[config.mk]
export PLATFORM = sky130hd
export DESIGN_NAME = matrix_loader
export DESIGN_NICKNAME = d
export VERILOG_FILES = /design/src/rtl/matrix_loader.sv
export SDC_FILE = /design/constraint.sdc
export NUM_CORES = 1
export LEC_CHECK = 0
export ABC_AREA = 1
export BUFFER_PORTS_ARGS = -buffer_cell sky130_fd_sc_hd__buf_2
export CAP_MARGIN = 20
export CORE_MARGIN = 2
export CORE_UTILIZATION = 52
export CTS_BUF_LIST = sky130_fd_sc_hd__clkbuf_4
export DETAILED_ROUTE_END_ITERATION = 12
export PLACE_DENSITY = 0.8
export SETUP_SLACK_MARGIN = 0.1
export SYNTH_ARGS = -nofsm -noshare
export SYNTH_HDL_FRONTEND = slang
export SYNTH_SLANG_ARGS = --single-unit
[constraint.sdc]
create_clock -name clk -period 1.6 [get_ports clk]
set_input_delay 0.16 -clock clk [delete_from_list [all_inputs] [get_ports clk]]
set_output_delay 0.16 -clock clk [all_outputs]
set_load 0.01 [all_outputs]
[src/rtl/matrix_loader.sv]
// rtl/matrix_loader.sv - gathers two size x size matrices element-by-element and presents them as a pair
module matrix_loader #(
    parameter int size   = 1,
    parameter int length = 8
) (
    input  logic                          clk,
    input  logic                          rst,
    input  logic                          flush,
    input  logic [length-1:0]             in_data,
    input  logic                          in_valid,
    output logic                          in_ready,
    output logic [size*size*length-1:0]   out_first,
    output logic [size*size*length-1:0]   out_second,
    output logic                          out_valid,
    input  logic                          out_ready,
    output logic [3:0]                    elem_idx,
    output logic                          loading_b
);
    localparam int N = size * size;
    localparam int W = N * length;
    localparam logic [3:0] LAST_IDX = 4'(N - 1);

    typedef enum logic [1:0] {LOAD_A, LOAD_B, HOLD} state_t;

    state_t        r_state;
    state_t        w_state_nxt;
    logic [3:0]    r_idx;
    logic [3:0]    w_idx_nxt;
    logic [W-1:0]  r_mat_a;
    logic [W-1:0]  r_mat_b;
    logic          r_out_valid;
    logic          w_xfer;
    logic          w_last;

    assign in_ready   = (r_state != HOLD);
    assign w_xfer     = in_valid & in_ready;
    assign w_last     = (r_idx == LAST_IDX);
    assign out_first  = r_mat_a;
    assign out_second = r_mat_b;
    assign out_valid  = r_out_valid;
    assign elem_idx   = r_idx;
    assign loading_b  = (r_state == LOAD_B);

    always_ff @(posedge clk or posedge rst) begin
        if (rst) begin
            r_state     <= LOAD_A;
            r_idx       <= 4'd0;
            r_out_valid <= 1'b0;
        end else begin
            r_state     <= w_state_nxt;
            r_idx       <= w_idx_nxt;
            r_out_valid <= (w_state_nxt == HOLD);
        end
    end

    // flush overrides both the element transfer and the output handshake
    always_comb begin
        w_state_nxt = r_state;
        w_idx_nxt   = r_idx;
        if (flush) begin
            w_state_nxt = LOAD_A;
            w_idx_nxt   = 4'd0;
        end else begin
            unique case (r_state)
                LOAD_A, LOAD_B: begin
                    if (w_xfer) begin
                        if (w_last) begin
                            w_idx_nxt   = 4'd0;
                            w_state_nxt = (r_state == LOAD_A) ? LOAD_B : HOLD;
                        end else begin
                            w_idx_nxt = r_idx + 4'd1;
                        end
                    end
                end
                HOLD: begin
                    if (out_ready) begin
                        w_state_nxt = LOAD_A;
                        w_idx_nxt   = 4'd0;
                    end
                end
                default: begin
                    w_state_nxt = LOAD_A;
                    w_idx_nxt   = 4'd0;
                end
            endcase
        end
    end

    // storage is only cleared by reset; elements persist across handshakes and flushes
    always_ff @(posedge clk or posedge rst) begin
        if (rst) begin
            r_mat_a <= '0;
            r_mat_b <= '0;
        end else if (w_xfer && !flush) begin
            for (int k = 0; k < N; k++) begin
                if (r_idx == 4'(k)) begin
                    if (r_state == LOAD_A)
                        r_mat_a[k*length +: length] <= in_data;
                    else
                        r_mat_b[k*length +: length] <= in_data;
                end
            end
        end
    end
endmodule

==> reports/results.md <==
| Parameter | Value | Unit |
|:---|:---|:---|
| Commonest non-fill, non-tap cell in the layout | sky130_fd_sc_hd__nand2_1 | - |
| Pin count of the biggest net entering global routing | 24 | - |
| Vias in the first global route | 909 | - |
| Post-Layout Inst Area | 1470 | um2 |
| Minimum period implied by the final worst setup slack | 1.40 | ns |
| Core Footprint | 2020 | um2 |
| Setup TNS Final | 0 | ns |
| Max Buffers Root-to-Sink | 2 | - |
| Setup repair after global routing missed its margin | false | - |
| Wire length of the first global-routing pass | 3900 | um |
| Area growth from synthesis to final layout | 29.2 | % |
| Worst supply voltage drop on vdd | 0.000800 | V |
| Pwr per Cell Area | 1230 | nW/um2 |
| Number of instances in the placed design | 191 | - |
| Maxcap violations | 0 | - |
| Final setup vio count | 0 | - |
| CTS Root Cell | sky130_fd_sc_hd__clkbuf_4 | - |
| Proportion of layout cells with a drive suffix above 1 | 0.358 | - |
| Clock skew after layout | 0.00766 | ns |
| Worst slew pin tran | 0.295 | ns |
| Placed standard-cell area | 1350 | um2 |
| Post-detailed-route DRC marker count | 0 | - |
| Fillers | 165 | - |
| Weighted congestion reported at the end of routability-driven placement | 0.772 | - |
| Number of nets still failing antenna checks after routing | 0 | - |
| Die extent in y | 50.8 | um |
| Post-detail-place hpwl | 1700 | um |
| Period Utilization, post-route | 0.872 | - |
| Number of buffers added by the clock tree synthesis step | 3 | - |
| GR Util All Layers | 0.199 | - |
| CTS sink cnt | 23 | - |
| Vias per Instance | 4.85 | - |
| CTS tree | done | - |
| Outcome | finished clean | - |
| ANT cells | 0 | - |
| Clock latency on the worst-skew pair | 0.31 | ns |
| Number of nets in the finished design | 189 | - |
| Final standard cell count with taps included and fillers excluded | 200 | - |
| Count of synthesis-stage warnings from yosys | 0 | - |
| IO Port Bufs | 35 | - |
| Vias post-DR | 969 | - |
| Sum of overflow across all layers after global routing | 0 | - |
| H-Tree Level Count | 1 | - |
| Leading cell types in the layout, fill and taps excluded | sky130_fd_sc_hd__nand2_1 (54), sky130_fd_sc_hd__buf_2 (35), sky130_fd_sc_hd__dfrtp_1 (23) | - |
| Startpoint kind of the worst setup timing path | register | - |
| Clock-pin slew on the worst setup and hold paths | 0.13 | ns |
| Total of flip-flops plus latches after synthesis | 23 | - |
| Setup CP Type | reg2reg | - |
| Number of core rows | 16 | - |
| Floorplan die width | 50.8 | um |
| Overall die area | 2580 | um2 |
| Detailed Routing Iterations Pass 1 | 4 | - |
| Worst hold-check slack | 0.0571 | ns |
| Final Hold Violating Endpoints | 0 | - |
| Count of mapped cells out of synthesis | 128 | - |
| Mapped Avg Cell Area | 8.89 | um2 |
| Total count of max-transition violations in the final report | 0 | - |
| Lkg Pwr | 0.828 | nW |
| Total standard cell area after synthesis | 1140 | um2 |
| Type of the most critical hold path | in2reg | - |
| Worst Setup End Kind | register | - |
| Antenna violations before repair | 0 | - |
| Total I/O pin count | 36 | - |
| Crit-path max FO | 5 | - |
| Routed wire length per instance | 11.8 | um |
| Distinct cells, synth | 18 | - |
| Synthesized Nets | 143 | - |
| Worst endpoint data arrival time | 1.65 | ns |
| DRC marker count from the first detailed-route iteration | 10 | - |
| Final routed wirelength across all metal layers | 2350 | um |
| Critical path data required time | 1.86 | ns |
| Highest achievable clock rate | 716 | MHz |
| Relative slew slack | 0.803 | - |
| Starting density of the core | 0.563 | - |
| Register area share after synthesis | 0.506 | - |
==> cells in the mapped netlist <==
| master | instances | area (um2) |
|---|---|---|
| sky130_fd_sc_hd__nand4_4 | 1 | 21.3 |
| sky130_fd_sc_hd__nor2_1 | 5 | 18.8 |
| sky130_fd_sc_hd__nand2_4 | 4 | 45.0 |
| sky130_fd_sc_hd__nand3_1 | 10 | 50.1 |
| sky130_fd_sc_hd__ha_1 | 2 | 25.0 |
| sky130_fd_sc_hd__nor2_8 | 2 | 40.0 |
| sky130_fd_sc_hd__o21ai_2 | 1 | 8.76 |
| sky130_fd_sc_hd__nor2_4 | 3 | 33.8 |
| sky130_fd_sc_hd__inv_1 | 11 | 41.3 |
| sky130_fd_sc_hd__nand3_2 | 2 | 20.0 |
| sky130_fd_sc_hd__o21ai_1 | 1 | 5.00 |
| sky130_fd_sc_hd__inv_2 | 2 | 7.51 |
| sky130_fd_sc_hd__inv_6 | 1 | 8.76 |
| sky130_fd_sc_hd__nand2_1 | 54 | 203 |
| sky130_fd_sc_hd__nand4_1 | 2 | 12.5 |
| sky130_fd_sc_hd__nand2_2 | 1 | 6.26 |
| sky130_fd_sc_hd__dfrtp_1 | 23 | 576 |
| sky130_fd_sc_hd__o21ai_0 | 3 | 15.0 |
==> critical path: stages, from the launching register on <==
cell                      delay [ns]
sky130_fd_sc_hd__dfrtp_1        0.43
sky130_fd_sc_hd__inv_1          0.14
sky130_fd_sc_hd__ha_4           0.18
sky130_fd_sc_hd__nand4_4        0.16
sky130_fd_sc_hd__nor2_8         0.21
sky130_fd_sc_hd__buf_12         0.13
sky130_fd_sc_hd__nand2_1        0.04
sky130_fd_sc_hd__nand2_1        0.06
==> worst paths after layout <==
kind	startpoint	end	slack (ns)	cells after the start
setup / recovery	elem_idx[0]	out_first[0]	0.20	7
hold / removal	in_data[1]	out_first[1]	0.06	3
setup reg to reg	elem_idx[0]	out_first[0]	0.20	7
hold reg to reg	out_first[4]	out_first[4]	0.49	2
max in group asynchronous	rst	out_valid	0.97	4
min in group asynchronous	rst	out_first[0]	0.40	4
==> final cells by class <==
cell class	instances	area [um2]	share of cell area
repair buffers	41	248	0.169
inverters	14	57.6	0.0392
multi-input cells	91	524	0.357
flip-flops and latches	23	576	0.392
clock inverters	1	7.51	0.00511
well taps	27	33.8	0.0230
clock buffers	3	22.5	0.0153
==> routing by layer <==
layer / routed length, um / GRT usage
met5: 0 / 0
met4: 15 / 0.0586
met3: 71 / 0.0268
met2: 1170 / 0.340
met1: 1100 / 0.264
==> power by group <==
group / switching (W) / leakage (nW) / internal [W] / total [W]
combinational: 0.000379 / 0.519 / 0.000289 / 0.000668
clock: 0.000177 / 0.0139 / 0.0000950 / 0.000272
sequential: 0.000105 / 0.296 / 0.000759 / 0.000864
total: 0.000661 / 0.828 / 0.00114 / 0.00180
==> cells by family after synthesis <==
logic type      count (synthesis)  synth area share
simple gates                   84             0.396
flops                          23             0.506
buf+inv                        14            0.0506
compound gates                  5            0.0253
fa+ha+maj                       2            0.0220
==> stage by stage <==
stage                     setup WS, ns   util  power, W
after floorplan                  0.224      -   0.00123
after global placement           0.197  0.670   0.00148
after detailed placement         0.147  0.670   0.00149
after CTS                        0.127  0.689   0.00176
after global routing             0.100  0.726   0.00195
final                            0.204  0.726   0.00180
==> what timing repair did <==
item                                    in CTS  in global routing
hold buffers                                 1                  0
endpoints found under the hold margin       23                  0
endpoints found under the setup margin       0                 16
resized for setup                            0                  3
buffers inserted                             0                  4
==> flip-flops by register name (all words and copies together), names as in the netlist <==
register,count
out_first,8
out_second,8
elem_idx,4
r_state,2
out_valid,1
Power figures use the tool's default switching activity.
